**config.mk**
```make
export PLATFORM = sky130hd
export DESIGN_NAME = prng_feed
export DESIGN_NICKNAME = d
export VERILOG_FILES = /design/src/rtl/prng_feed.sv
export SDC_FILE = /design/constraint.sdc
export NUM_CORES = 1
export LEC_CHECK = 0
export CAP_MARGIN = 20
export CORE_MARGIN = 2
export CORE_UTILIZATION = 30
export DETAILED_ROUTE_END_ITERATION = 10
export GPL_ROUTABILITY_DRIVEN = 0
export GPL_TIMING_DRIVEN = 0
export MAX_ROUTING_LAYER = met4
export PLACE_DENSITY = 0.52
export SLEW_MARGIN = 20
export SYNTH_ARGS = -nofsm -noshare
export SYNTH_HDL_FRONTEND = slang
export SYNTH_SLANG_ARGS = --single-unit
```
**constraint.sdc**
```tcl
create_clock -name clk -period 2.78 [get_ports clk]
set_input_delay 0.556 -clock clk [delete_from_list [all_inputs] [get_ports clk]]
set_output_delay 0.556 -clock clk [all_outputs]
set_load 0.005 [all_outputs]
```
**src/rtl/prng_feed.sv**
```systemverilog
// ---------------------------------------------------------------------------
// prng_feed
//
// Purpose:
//   xorshift128 random-number generator feeding a 2-entry word FIFO. Each
//   enabled, unstalled cycle performs one generator step; four consecutive
//   32-bit step outputs are packed into one 128-bit word (step k lands in
//   bits [32k+31:32k]). The packed word is pushed on the edge of step 3.
//   The consumer sees the FIFO head on rng/rng_valid and pops it with
//   rng_extract.
//
// Ports:
//   clk          in   1    sole clock, rising edge
//   rst_n        in   1    asynchronous active-low reset
//   ena          in   1    generator step enable
//   seed_valid   in   1    one-cycle strobe: load seed, flush FIFO and partial
//   seed         in   128  {x,y,z,w}, MSB-first, 32 bits each
//   rng_extract  in   1    consumer pops the current word
//   rng_valid    out  1    rng holds an unconsumed word
//   rng          out  128  FIFO head (128'h0 when empty)
//   words_served out  32   popped-word counter (only with PRNG_FEED_CNT_EN)
//
// Optional feature:
//   Define PRNG_FEED_CNT_EN to add the words_served port and its counter.
//   The counter is cleared by reset only; a seed load leaves it untouched.
// ---------------------------------------------------------------------------
module prng_feed (
  input  logic         clk,
  input  logic         rst_n,
  input  logic         ena,
  input  logic         seed_valid,
  input  logic [127:0] seed,
  input  logic         rng_extract,
  output logic         rng_valid,
  output logic [127:0] rng
`ifdef PRNG_FEED_CNT_EN
  ,
  output logic [31:0]  words_served
`endif
);

  // Marsaglia's reference starting state; also substituted for an all-zero
  // seed, which would lock xorshift at zero forever.
  localparam logic [31:0] X_INIT = 32'd123456789;
  localparam logic [31:0] Y_INIT = 32'd362436069;
  localparam logic [31:0] Z_INIT = 32'd521288629;
  localparam logic [31:0] W_INIT = 32'd88675123;

  // -------------------------------------------------------------------------
  // Generator state
  // -------------------------------------------------------------------------
  logic [31:0] x_q, y_q, z_q, w_q;
  logic [31:0] x_d, y_d, z_d, w_d;
  logic [1:0]  step_cnt_q, step_cnt_d;

  // FIFO bookkeeping
  logic [1:0]  count_q, count_d;
  logic        rd_ptr_q, rd_ptr_d;
  logic        wr_ptr_q, wr_ptr_d;

  // Control decodes
  logic        step_en;
  logic        push;
  logic        pop;
  logic [31:0] t_val;
  logic [31:0] new_w;
  logic [31:0] seed_x, seed_y, seed_z, seed_w;

  // Partial word (steps 0..2) and FIFO storage, flattened for muxing
  logic [95:0]  partial_flat;
  logic [127:0] assembled;
  logic [255:0] fifo_flat;

  always_comb begin
    t_val = x_q ^ (x_q << 11);
    new_w = w_q ^ (w_q >> 19) ^ t_val ^ (t_val >> 8);
  end

  // seed_valid wins over everything else in its cycle. Stepping stalls at
  // count==2 regardless of a pop in the same cycle, so a push never lands on
  // a full FIFO.
  always_comb begin
    step_en = ena && (count_q != 2'd2) && !seed_valid;
    push    = step_en && (step_cnt_q == 2'd3);
    pop     = rng_extract && (count_q != 2'd0) && !seed_valid;
  end

  // The word completes with the current step's output in the top lane.
  assign assembled = {new_w, partial_flat};

  always_comb begin
    if (seed == 128'h0) begin
      seed_x = X_INIT;
      seed_y = Y_INIT;
      seed_z = Z_INIT;
      seed_w = W_INIT;
    end else begin
      seed_x = seed[127:96];
      seed_y = seed[95:64];
      seed_z = seed[63:32];
      seed_w = seed[31:0];
    end
  end

  // -------------------------------------------------------------------------
  // Next-state for generator, step counter and FIFO pointers
  // -------------------------------------------------------------------------
  always_comb begin
    x_d        = x_q;
    y_d        = y_q;
    z_d        = z_q;
    w_d        = w_q;
    step_cnt_d = step_cnt_q;
    count_d    = count_q;
    rd_ptr_d   = rd_ptr_q;
    wr_ptr_d   = wr_ptr_q;

    if (seed_valid) begin
      x_d        = seed_x;
      y_d        = seed_y;
      z_d        = seed_z;
      w_d        = seed_w;
      step_cnt_d = 2'd0;
      count_d    = 2'd0;
      rd_ptr_d   = 1'b0;
      wr_ptr_d   = 1'b0;
    end else begin
      if (step_en) begin
        x_d        = y_q;
        y_d        = z_q;
        z_d        = w_q;
        w_d        = new_w;
        step_cnt_d = step_cnt_q + 2'd1;  // wraps 3 -> 0
      end
      if (push) begin
        wr_ptr_d = ~wr_ptr_q;
      end
      if (pop) begin
        rd_ptr_d = ~rd_ptr_q;
      end
      // Simultaneous push and pop leaves the occupancy unchanged.
      case ({push, pop})
        2'b10:   count_d = count_q + 2'd1;
        2'b01:   count_d = count_q - 2'd1;
        default: count_d = count_q;
      endcase
    end
  end

  always_ff @(posedge clk or negedge rst_n) begin
    if (!rst_n) begin
      x_q        <= X_INIT;
      y_q        <= Y_INIT;
      z_q        <= Z_INIT;
      w_q        <= W_INIT;
      step_cnt_q <= 2'd0;
      count_q    <= 2'd0;
      rd_ptr_q   <= 1'b0;
      wr_ptr_q   <= 1'b0;
    end else begin
      x_q        <= x_d;
      y_q        <= y_d;
      z_q        <= z_d;
      w_q        <= w_d;
      step_cnt_q <= step_cnt_d;
      count_q    <= count_d;
      rd_ptr_q   <= rd_ptr_d;
      wr_ptr_q   <= wr_ptr_d;
    end
  end

  // -------------------------------------------------------------------------
  // Partial-word lanes: lane k captures the output of step k (k = 0..2).
  // Step 3 is never stored here; it goes straight into the FIFO entry.
  // -------------------------------------------------------------------------
  genvar gi;
  generate
    for (gi = 0; gi < 3; gi++) begin : g_lane
      logic [31:0] lane_q;
      logic [31:0] lane_d;

      always_comb begin
        lane_d = lane_q;
        if (seed_valid) begin
          lane_d = 32'h0;
        end else if (step_en && (step_cnt_q == 2'(gi))) begin
          lane_d = new_w;
        end
      end

      always_ff @(posedge clk or negedge rst_n) begin
        if (!rst_n) begin
          lane_q <= 32'h0;
        end else begin
          lane_q <= lane_d;
        end
      end

      assign partial_flat[32*gi +: 32] = lane_q;
    end
  endgenerate

  // -------------------------------------------------------------------------
  // FIFO entries: entry gi is written when the write pointer selects it.
  // Entries are cleared on seed so stale words never linger in storage.
  // -------------------------------------------------------------------------
  generate
    for (gi = 0; gi < 2; gi++) begin : g_entry
      logic [127:0] ent_q;
      logic [127:0] ent_d;

      always_comb begin
        ent_d = ent_q;
        if (seed_valid) begin
          ent_d = 128'h0;
        end else if (push && (wr_ptr_q == 1'(gi))) begin
          ent_d = assembled;
        end
      end

      always_ff @(posedge clk or negedge rst_n) begin
        if (!rst_n) begin
          ent_q <= 128'h0;
        end else begin
          ent_q <= ent_d;
        end
      end

      assign fifo_flat[128*gi +: 128] = ent_q;
    end
  endgenerate

  // -------------------------------------------------------------------------
  // Consumer-facing outputs
  // -------------------------------------------------------------------------
  always_comb begin
    rng_valid = (count_q != 2'd0);
    rng       = 128'h0;
    if (rng_valid) begin
      rng = rd_ptr_q ? fifo_flat[255:128] : fifo_flat[127:0];
    end
  end

`ifdef PRNG_FEED_CNT_EN
  logic [31:0] served_q, served_d;

  // Wraps naturally at 32 bits; only reset clears it.
  always_comb begin
    served_d = served_q;
    if (pop) begin
      served_d = served_q + 32'd1;
    end
  end

  always_ff @(posedge clk or negedge rst_n) begin
    if (!rst_n) begin
      served_q <= 32'h0;
    end else begin
      served_q <= served_d;
    end
  end

  assign words_served = served_q;
`endif

endmodule

```
==> results by group, run 1 <==
Placement
  – Placed inst area: 26840 um^2
  – Dpl hpwl: 66500 um
  – Dpl cells: approximately 3700
  – IO buf count: between 200 and 300

Yosys
  – Post-synthesis async set-or-reset flop share: 100.0%
  – Syn Inst Count: ~2500
  – Number of synthesized register bits: 486
  – Mapped Area: 22850 um^2
  – YS warnings: 0
  – Syn avg cell area: between 9 and 10 um^2
  – Post-synth top flop: dfrtp_1
  – Netlist cell types: between 40 and 50
  – Synth Net Count: ~2600
  – EDFF count, synth: 0
  – Post-synthesis sequential area ratio: a little over half

Route
  – Drt first pass iters: 5
  – Top Metal Used: met4
  – Routed WL: around 90000 um
  – DR WL met2: 40540 um
  – Met3 Wirelength: approximately 6500 um
  – Starting DRT DRC Count: 1951
  – Wire length on met1: between 30000 and 40000 um
  – Vias: 20150
  – Post-DRT Antenna Nets: 0
  – Vias per cell: between 5 and 6
  – WL per Instance: 23.22 um
  – Remaining DRCs: 0

Die
  – Rows: slightly above 100
  – Initial Utilization: 30.19%
  – Die H: 280.0 um
  – Die ar.: about 78000 um^2
  – Area of the core: 75700 um^2
  – I/O Pins: roughly 260
  – Die W: between 200 and 300 um

GRT
  – Total grt overflow: 0
  – Initial antenna violation count: 5
  – First-pass GRT wire length: 131700 um
  – Largest net degree at the start of global routing: 96
  – Number of global-route vias before repair: ~20000
  – Total global-route track usage: a little under a quarter

Clocking
  – Clk root buf: clkbuf_16
  – Sink Count: slightly below 500
  – CTS HTree Levels: 2
  – Clk_lat worst skew: 0.63 ns
  – Num CTS Buffers: between 50 and 60
  – CTS max path bufs: 3
  – TritonCTS clock tree: done
  – Clk slew on worst S/H paths: approximately 0.060 ns

Setup path
  – CP Class: flip-flop to output port
  – Worst Path Required: between 2 and 2.5 ns
  – Worst path depth: 5
  – Largest stage delay on the critical path: 0.52 ns
  – CP Capture Type: output port
  – Crit-path slowest cell: clkdlybuf4s50_1
  – Crit path DAT: about 2.3 ns
  – CP Buf/Inv Count: 3
  – CP Launch Type: flip-flop
  – Crit. Startpoint: rd_ptr_q$_DFFE_PN0P_
  – Cell Chain, Critical Path: buf_4 -> clkbuf_8 -> mux2i_2 -> nor2_1 -> clkdlybuf4s50_1
  – Top Family by Delay on Critical Path: buffers and inverters
  – Worst-case register-to-register setup slack: 0.20 ns
  – R2R cell count: 11
  – Reg2reg start: count_q[0]$_DFFE_PN0P_
  – Reg-to-reg endpoint: g_entry[1].ent_q[127]$_DFFE_PN0P_
  – Crit Path Max Fanout: 10
  – Setup crit end: rng[7]

Timing
  – Final period utilization: 101.0%
  – Setup Skew: 0.03004 ns
  – Hold Fails Final Rpt: 0
  – Worst-Margin Slew: between 0.9 and 1 ns
  – RSZ-0062 raised after global routing: true
  – Final Critical Period: around 2.8 ns
  – Fmax: ~360 MHz
  – # setup viols final: 3
  – Setup_tns: -0.04097 ns
  – PnR worst setup slack: -0.02659 ns
  – Worst slew margin: between 30% and 40%
  – Slew Limit Fails: 0

Power and ir drop
  – Power per cell area: approximately 640 nW/um^2
  – Maximum VDD drop: approximately 470 uV
  – Leakage Power: 12.46 nW
  – Total power draw: roughly 19 mW

Layout
  – Layout area overhead: 29.60%
  – Non-Filler Instances: around 3900
  – Final Net Count: 2976
  – Fin area: between 20000 and 30000 um^2
  – Fillers: 7514
  – Fraction of layout cells with a size suffix above 1: around an eighth

Worst hold path
  – Worst Hold Class: flip-flop to flip-flop

Run
  – Max cap viols: 0

Status
  – Status: complete, but fails checks
  – Failing checks: setup timing
## metrics by stage
step / hold slack [ns] / worst slack [ns] / utilization, %
after floorplan: 0.2604 / 0.9731 / -
after global placement: 0.4612 / -19.93 / 35.26
after detailed placement: 0.4694 / -0.6835 / 35.46
after CTS: 0.4819 / -0.1614 / 38.62
after global routing: 0.5091 / -0.08681 / 39.12
final: 0.4792 / -0.02659 / 39.12
## state kept, by name (all words and copies together), names as in the netlist
register / cells
g_entry.ent_q: 256
wr_ptr_q: 1
z_q: 32
x_q: 32
count_q: 2
w_q: 32
g_lane.lane_q: 96
step_cnt_q: 2
rd_ptr_q: 1
y_q: 32
## worst register-to-register path, stage by stage, from the launching register on
cell and delay [ns]:
dfrtp_2 0.39, buf_4 0.11, buf_4 0.11, nand2b_1 0.16, and2_1 0.14, buf_4 0.14, buf_6 0.15, nand4_2 0.47
buf_4 0.40, buf_4 0.20, nand3_1 0.09, o21ai_1 0.07
## cell type report
class	count	area, um^2	share of cell area (%)
inverter	6	22.52	0.07605
timing repair buffer	283	2944	9.941
clock buffer	88	1702	5.746
tap	978	1224	4.132
clock inverter	13	150.1	0.5070
sequential	486	12240	41.34
antenna	1	2.502	0.008450
buffer	193	1184	3.997
multi-input combinational	1814	10140	34.26
## how the worst min path moves through the flow
stage / cells after the start / start / end / slack (ns)
4_1_cts: 2 / g_entry[0].ent_q[120]$_DFFE_PN0P_ / g_entry[0].ent_q[120]$_DFFE_PN0P_ / 0.48
6_report: 2 / g_entry[0].ent_q[112]$_DFFE_PN0P_ / g_entry[0].ent_q[112]$_DFFE_PN0P_ / 0.48
2_1_floorplan: 0 / rst_n / count_q[0]$_DFFE_PN0P_ / 0.26
3_3_place_gp: 2 / g_entry[0].ent_q[102]$_DFFE_PN0P_ / g_entry[0].ent_q[102]$_DFFE_PN0P_ / 0.46
5_1_grt: 2 / g_entry[0].ent_q[109]$_DFFE_PN0P_ / g_entry[0].ent_q[109]$_DFFE_PN0P_ / 0.51
3_5_place_dp: 2 / g_entry[0].ent_q[120]$_DFFE_PN0P_ / g_entry[0].ent_q[120]$_DFFE_PN0P_ / 0.47
## cell families (layout without fill, tap and decap cells)
| family | count (synthesis) | after routing | synth area share, % |
|---|---|---|---|
| AO/OA/AOI/OAI | 520 | 520 | 12.66 |
| XOR/XNOR | 95 | 95 | 3.767 |
| adder cells (fa/ha/maj) | 4 | 4 | 0.2190 |
| buffers and inverters | 201 | 583 | 3.937 |
| flip-flops | 486 | 486 | 53.56 |
| multiplexers | 176 | 176 | 7.715 |
| other | 0 | 1 | 0 |
| AND/OR/NAND/NOR | 1019 | 1019 | 18.14 |
## what timing repair did
action | CTS | global route
buffers inserted | 7 | 6
setup endpoints to repair | 135 | 57
endpoints found under the hold margin | 59 | 0
hold buffers | 1 | 0
gates resized for setup | 213 | 101
gates cloned | 2 | 0
pin swaps | 13 | 2
## Yosys cell counts, types with 3 or more instances
| master | instances | area share [%] |
|---|---|---|
| nand2_1 | 657 | 11 |
| dfrtp_1 | 425 | 47 |
| a21oi_1 | 219 | 4.8 |
| o21ai_0 | 214 | 4.7 |
| nor2_1 | 199 | 3.3 |
| mux2i_1 | 175 | 7.7 |
| clkbuf_1 | 116 | 1.9 |
| nand3_1 | 85 | 1.9 |
| xnor2_1 | 67 | 2.6 |
| dfstp_2 | 61 | 7.0 |
| buf_2 | 59 | 1.3 |
| a32oi_1 | 49 | 1.9 |
| nor4_1 | 34 | 0.93 |
| xor2_1 | 26 | 1.0 |
| buf_4 | 13 | 0.43 |
| and3_1 | 12 | 0.33 |
| or2_2 | 10 | 0.27 |
| nand4_1 | 8 | 0.22 |
| a22oi_1 | 7 | 0.23 |
| a311oi_1 | 6 | 0.23 |
| a31oi_1 | 6 | 0.16 |
| inv_1 | 6 | 0.099 |
| and2_1 | 5 | 0.14 |
| buf_1 | 4 | 0.066 |
| ha_1 | 4 | 0.22 |
| o211ai_1 | 4 | 0.13 |
| o21a_1 | 4 | 0.13 |
| buf_6 | 3 | 0.15 |
## per-layer routing
metal,vias to the layer above,track usage [%]
met5,-,-
met4,0,8.309
met3,172,3.406
met2,866,35.73
met1,9979,31.44
li1,9135,-
## power breakdown
part           leakage [nW]  switching [mW]  internal [mW]
sequential             6.35           0.659           7.80
combinational          5.19            1.96           1.05
clock                 0.914            3.10           4.29
## placed cells by master, fill, tap and decap left out, types with 5 or more instances in the layout
cell type and count:
nor4_1 31, mux2i_1 127, o21ai_0 213, buf_16 5, clkbuf_2 5, clkdlybuf4s50_1 156
or2_2 10, nand2_1 657, nand3_1 83, mux2i_4 16, nand4_1 8, clkbuf_8 24
clkinv_2 8, a22oi_1 7, buf_12 9, a311oi_1 6, a31oi_1 6, dfrtp_1 422
dlymetal6s2s_1 35, a32oi_1 49, dlygate4sd2_1 58, buf_2 47, dfstp_2 61, inv_1 6
buf_4 24, mux2i_2 32, clkbuf_1 113, nor2_1 174, clkdlybuf4s15_1 7, xor2_1 26
buf_8 7, and3_1 12, xnor2_1 67, buf_6 5, clkbuf_16 61, and2_1 5
nor2_2 21, a21oi_1 219
Power figures use the tool's default switching activity.
==> inputs of run 2 (changes only) <==
Settings changed: CORE_UTILIZATION 30 to 25, PLACE_DENSITY 0.52 to 0.46.
==> run 2 against run 1 <==
The run still ends with setup timing left. Sequential power rose by 0.8%. Final area rose by 2.1%. Critical endpoint is now rng[125]. Count of clock-buffer cells in the layout fell by 4. Critical path type unchanged. Core utilization fell by 5.6 points. Largest power group unchanged.
==> results by group, run 2 (same netlist as run 1, synthesis figures left out) <==
Status
  – Status: complete, but fails checks
  – Failing checks: setup timing

Layout
  – Commonest non-fill, non-tap cell in the layout: nand2_1
  – Commonest non-fill, non-tap cells in the layout: nand2_1 (656), dfrtp_1 (422), a21oi_1 (219), o21ai_0 (213), nor2_1 (162)
  – Layout area overhead: 32.37%
  – Fraction of layout cells with a size suffix above 1: about 16%
  – Fillers: 9520
  – Final Net Count: 2984
  – Largest reg by FF count: g_entry.ent_q
  – Largest registers: g_entry.ent_q x256, g_lane.lane_q x96
  – Max reg flops: roughly 260

Timing
  – PnR worst setup slack: -0.02658 ns
  – # setup viols final: 6
  – Fmax: about 360 MHz
  – Final Critical Period: around 2.8 ns
  – RSZ-0062 raised after global routing: true
  – Worst slew margin: approximately 36%
  – Final period utilization: 101.0%
  – Worst-Margin Slew: 0.9655 ns
  – Setup Skew: approximately 0.07 ns
  – Hold Fails Final Rpt: 0
  – Slew Limit Fails: 0
  – Worst hold slack: approximately 0.42 ns

Clocking
  – Clk_lat worst skew: roughly 0.66 ns
  – Sink Count: between 400 and 500
  – Num CTS Buffers: 57
  – CTS max path bufs: 3
  – Clk root buf: clkbuf_16
  – TritonCTS clock tree: done
  – Clk slew on worst S/H paths: roughly 0.060 ns
  – CTS HTree Levels: 2

GRT
  – Largest net degree at the start of global routing: just over 90
  – Total global-route track usage: 20.72%
  – Total grt overflow: 0
  – Initial antenna violation count: 7
  – First-pass GRT wire length: about 140000 um
  – Number of global-route vias before repair: just under 20000

Power and ir drop
  – Net switching power: around 6 mW
  – Power per cell area: ~640 nW/um^2
  – P_int: 13.19 mW
  – Sw Share: a little under a third
  – Clock power share: around two fifths
  – Maximum VDD drop: approximately 470 uV
  – Total power draw: 19.24 mW
  – Sequential Power Share: around 44%
  – Part of the power in combinational logic: around 17%
  – Leakage Power: about 12 nW

Route
  – WL per Instance: around 24 um
  – Post-DRT Antenna Nets: 0
  – Vias: between 15000 and 20000
  – Starting DRT DRC Count: 1644
  – Remaining DRCs: 0
  – Drt first pass iters: 5
  – Routed WL: ~96000 um
  – Vias per cell: about 4.9

Setup path
  – Worst Path Required: around 2.2 ns
  – Top Family by Delay on Critical Path: buffers and inverters
  – Crit path DAT: between 2 and 2.5 ns
  – CP Class: flip-flop to output port
  – Crit Path Max Fanout: 10
  – Crit-path slowest cell: clkdlybuf4s50_1
  – Cell Chain, Critical Path: buf_8 -> buf_12 -> mux2i_2 -> nor2_1 -> clkdlybuf4s50_1
  – CP Launch Type: flip-flop
  – Largest stage delay on the critical path: roughly 0.47 ns
  – CP Buf/Inv Count: 3
  – CP Capture Type: output port

Die
  – Die W: 306.3 um
  – Die H: slightly above 300 um
  – Die ar.: about 94000 um^2
  – I/O Pins: roughly 260
  – Initial Utilization: between 20% and 30%
  – Rows: 110
  – Area of the core: ~90000 um^2

Placement
  – IO buf count: 261
  – Dpl hpwl: between 60000 and 70000 um

Worst hold path
  – Worst Hold Class: input port to async pin

Run
  – Max cap viols: 0
-- run 2: cell count changes in the layout (fill, tap and decap cells not counted), moves of 6 or more --
cell,previous run,this run
clkbuf_8,24,17
clkdlybuf4s50_1,156,148
buf_2,47,53
mux2i_1,127,105
clkbuf_2,5,49
clkinv_2,8,15
clkbuf_16,61,67
clkbuf_1,113,107
nor2_1,174,162
dlygate4sd2_1,58,48
nor2_2,21,15
mux2i_4,16,42
dlymetal6s2s_1,35,6
nor2_4,4,22
-- run 2: timing repair --
| action | CTS | global route |
|---|---|---|
| gates resized for setup | 386 | 145 |
| buffers inserted | 14 | 5 |
| hold endpoints to repair | 51 | 0 |
| hold buffers | 1 | 0 |
| pin swaps | 17 | 17 |
| setup endpoints to repair | 147 | 120 |
| gates cloned | 2 | 2 |
-- run 2: area by class of cell --
cell class	instances	area, um^2	share of cell area (%)
buffer	191	1191	3.938
sequential	486	12240	40.47
inverter	6	22.52	0.07446
antenna	3	7.507	0.02482
clock inverter	22	201.4	0.6660
tap	1176	1471	4.865
multi-input combinational	1814	10610	35.07
clock buffer	84	1668	5.514
timing repair buffer	291	2835	9.374
-- run 2: final timing paths --
path                            slack (ns)                   start                          endpoint  depth (start not counted)
worst max-delay path                 -0.03    rd_ptr_q$_DFFE_PN0P_                          rng[125]                          5
worst min-delay path                  0.42                   rst_n  g_entry[1].ent_q[79]$_DFFE_PN0P_                          2
worst max register to register        0.36  count_q[0]$_DFFE_PN0P_  g_entry[0].ent_q[94]$_DFFE_PN0P_                         10
worst min register to register        0.47     y_q[14]$_DFFE_PN1P_               x_q[14]$_DFFE_PN1P_                          2
max in group asynchronous             0.44                   rst_n               x_q[10]$_DFFE_PN1P_                          6
min in group clk                      0.47     y_q[14]$_DFFE_PN1P_               x_q[14]$_DFFE_PN1P_                          2
-- run 2: power by group through the flow --
stage | Clock (mW) | Sequential (mW) | Combinational, mW
6_report | 7.52 | 8.53 | 3.19
5_1_grt | 7.93 | 8.59 | 3.43
4_1_cts | 7.65 | 8.48 | 3.13
3_5_place_dp | 0 | 8.55 | 2.99
3_3_place_gp | 0 | 8.56 | 2.93
2_1_floorplan | 0 | 8.26 | 1.58
-- run 2: metrics by stage --
stage                     worst slack [ns]  instances   TNS, ns  area, um^2  utilization (%)
after global routing              -0.09545       4072    -1.449       30240            33.50
after CTS                          -0.1907       4066    -2.930       30120            33.36
after global placement              -22.10       3938         -       26930            29.83
after floorplan                     0.9731       2501         0       22850                -
final                             -0.02658       4073  -0.09054       30250            33.50
after detailed placement           -0.7986       3944   -253.17       27110            30.03
-- run 2: routing by layer --
metal	vias to the layer above	track usage (%)	wire [um]
met4	0	4.423	1718
li1	9194	-	-
met1	9890	28.74	44610
met2	616	32.08	44110
met5	-	-	0
met3	109	3.034	5367
==> inputs of run 3 (changes only) <==
Settings changed: CORE_MARGIN 2 to unset.
==> run 3 against run 2 <==
The run still ends with setup timing left. Cell count fell by 0.47%. Critical path type unchanged. Sequential share of layout area rose by 0.65 points. Count of clock-buffer cells in the layout rose by 8. Clock skew fell by 0.013 ns. Core utilization fell by 0.53 points. Sequential power fell by 0.8%. Critical path depth did not move. Global-route usage rose by 0.19 points. Die area fell by 1.3%.
==> results by group, run 3 (same netlist as run 1, synthesis figures left out) <==
GRT
  – Largest net degree at the start of global routing: 88
  – Number of global-route vias before repair: approximately 20000
  – Total grt overflow: 0
  – First-pass GRT wire length: 139100 um
  – Initial antenna violation count: 9
  – Total global-route track usage: a little over a fifth

Setup path
  – Largest stage delay on the critical path: between 0.4 and 0.5 ns
  – Reg-to-reg endpoint: g_entry[1].ent_q[83]$_DFFE_PN0P_
  – Worst Path Required: ~2.2 ns
  – Top Family by Delay on Critical Path: buffers and inverters
  – CP Capture Type: output port
  – Worst-case register-to-register setup slack: 0.43 ns
  – R2R cell count: 10
  – CP Class: flip-flop to output port
  – Cell Chain, Critical Path: clkbuf_8 -> buf_6 -> mux2i_2 -> nor2_1 -> clkdlybuf4s50_1
  – Reg2reg start: count_q[1]$_DFFE_PN0P_
  – Crit Path Max Fanout: 10
  – Crit-path slowest cell: dfrtp_2
  – CP Launch Type: flip-flop
  – CP Buf/Inv Count: 3
  – Crit path DAT: ~2.4 ns

Timing
  – Worst slew margin: around 37%
  – Worst-Margin Slew: roughly 0.94 ns
  – Setup Skew: 0.05581 ns
  – # setup viols final: 62
  – PnR worst setup slack: -0.1326 ns
  – Fmax: around 340 MHz
  – Final period utilization: 104.8%
  – Hold Fails Final Rpt: 0
  – Final Critical Period: a little under 3 ns
  – RSZ-0062 raised after global routing: true
  – Slew Limit Fails: 0

Clocking
  – Clk slew on worst S/H paths: 0.06 ns
  – Num CTS Buffers: 57
  – Clk root buf: clkbuf_16
  – Clk_lat worst skew: 0.65 ns
  – TritonCTS clock tree: done
  – CTS HTree Levels: 2
  – Sink Count: 486
  – CTS max path bufs: 3

Die
  – Die W: between 300 and 400 um
  – Die ar.: just over 90000 um^2
  – Die H: a little over 300 um
  – I/O Pins: approximately 260
  – Area of the core: 90290 um^2
  – Rows: 110
  – Initial Utilization: roughly a quarter

Layout
  – Commonest non-fill, non-tap cells in the layout: nand2_1 (656), dfrtp_1 (423), a21oi_1 (219), o21ai_0 (213), clkdlybuf4s50_1 (195)
  – Max reg flops: approximately 260
  – Fraction of layout cells with a size suffix above 1: 12.45%
  – Largest reg by FF count: g_entry.ent_q
  – Fillers: approximately 9500
  – Layout area overhead: 30.26%
  – Core Util, Final: 32.97%
  – Largest registers: g_entry.ent_q x256, g_lane.lane_q x96
  – Commonest non-fill, non-tap cell in the layout: nand2_1
  – Final Net Count: 2972

Route
  – Vias per cell: a little under 5
  – Starting DRT DRC Count: roughly 1400
  – Vias: about 20000
  – WL per Instance: approximately 23 um
  – Drt first pass iters: 5
  – Routed WL: roughly 95000 um
  – Post-DRT Antenna Nets: 0
  – Remaining DRCs: 0

Power and ir drop
  – Leakage Power: between 10 and 15 nW
  – Total power draw: 19.17 mW
  – Maximum VDD drop: 447.8 uV
  – Power per cell area: roughly 640 nW/um^2

Status
  – Failing checks: setup timing
  – Status: complete, but fails checks

Run
  – Max cap viols: 0

Placement
  – Dpl hpwl: 69930 um
  – IO buf count: 261

Worst hold path
  – Worst Hold Class: input port to async pin
## run 3: power breakdown
group | switching, mW | total [mW] | internal, mW
clock network | 3.14 | 7.62 | 4.48
registers | 0.662 | 8.46 | 7.80
logic | 2.03 | 3.08 | 1.05
total | 5.84 | 19.2 | 13.3
## run 3: area by class of cell
type / instances / area [um^2] / area share, %
Inverter: 6 / 22.52 / 0.07566
Antenna cell: 3 / 7.507 / 0.02522
Tap cell: 1176 / 1471 / 4.943
Buffer: 193 / 1125 / 3.779
Sequential cell: 486 / 12240 / 41.12
Clock inverter: 7 / 150.1 / 0.5044
Multi-Input combinational cell: 1814 / 10140 / 34.08
Timing Repair Buffer: 277 / 2887 / 9.697
Clock buffer: 92 / 1719 / 5.776
## run 3: metrics by stage
stage	hold WS [ns]	TNS [ns]	cells	worst slack, ns	instance area [um^2]
6_report	0.4404	-4.427	4054	-0.1326	29770
5_1_grt	0.4807	-8.959	4053	-0.1962	29760
4_1_cts	0.4393	-8.753	4048	-0.1877	29580
3_5_place_dp	0.4692	-246.58	3944	-0.7919	27110
3_3_place_gp	0.4610	-	3938	-22.06	26930
2_1_floorplan	0.2604	0	2501	0.9731	22850
## run 3: how the worst max path moves through the flow
stage / start / endpoint / slack, ns / cells after the start
after global placement: rst_n / x_q[9]$_DFFE_PN0P_ / -22.06 / 1
after global routing: rd_ptr_q$_DFFE_PN0P_ / rng[125] / -0.20 / 5
final: rd_ptr_q$_DFFE_PN0P_ / rng[81] / -0.13 / 5
after detailed placement: seed_valid / g_entry[0].ent_q[7]$_DFFE_PN0P_ / -0.79 / 5
after CTS: rd_ptr_q$_DFFE_PN0P_ / rng[125] / -0.19 / 5
after floorplan: seed[65] / w_q[1]$_DFFE_PN1P_ / 0.97 / 6
## run 3: routing by layer
layer	track usage, %	vias up	part of all wire, %
met1	29.17	9909	46
met5	-	-	0
li1	-	9151	-
met4	4.545	0	2.0
met2	32.32	673	46
met3	2.660	108	6.0
## run 3: timing repair
action,4_1_cts,5_1_grt
setup endpoints to repair,175,133
endpoints found under the hold margin,51,0
buffers inserted,4,3
hold buffers,1,0
resized for setup,209,49
gates cloned,2,0
pin swaps,14,13
## run 3: worst register-to-register path, cell delays in order (launching register included)
cell	delay [ns]
dfrtp_1	0.41
buf_4	0.16
nand2b_1	0.11
and2_1	0.14
buf_4	0.14
buf_6	0.15
nand4_2	0.42
buf_4	0.38
buf_4	0.21
nand2_1	0.08
a21oi_1	0.06
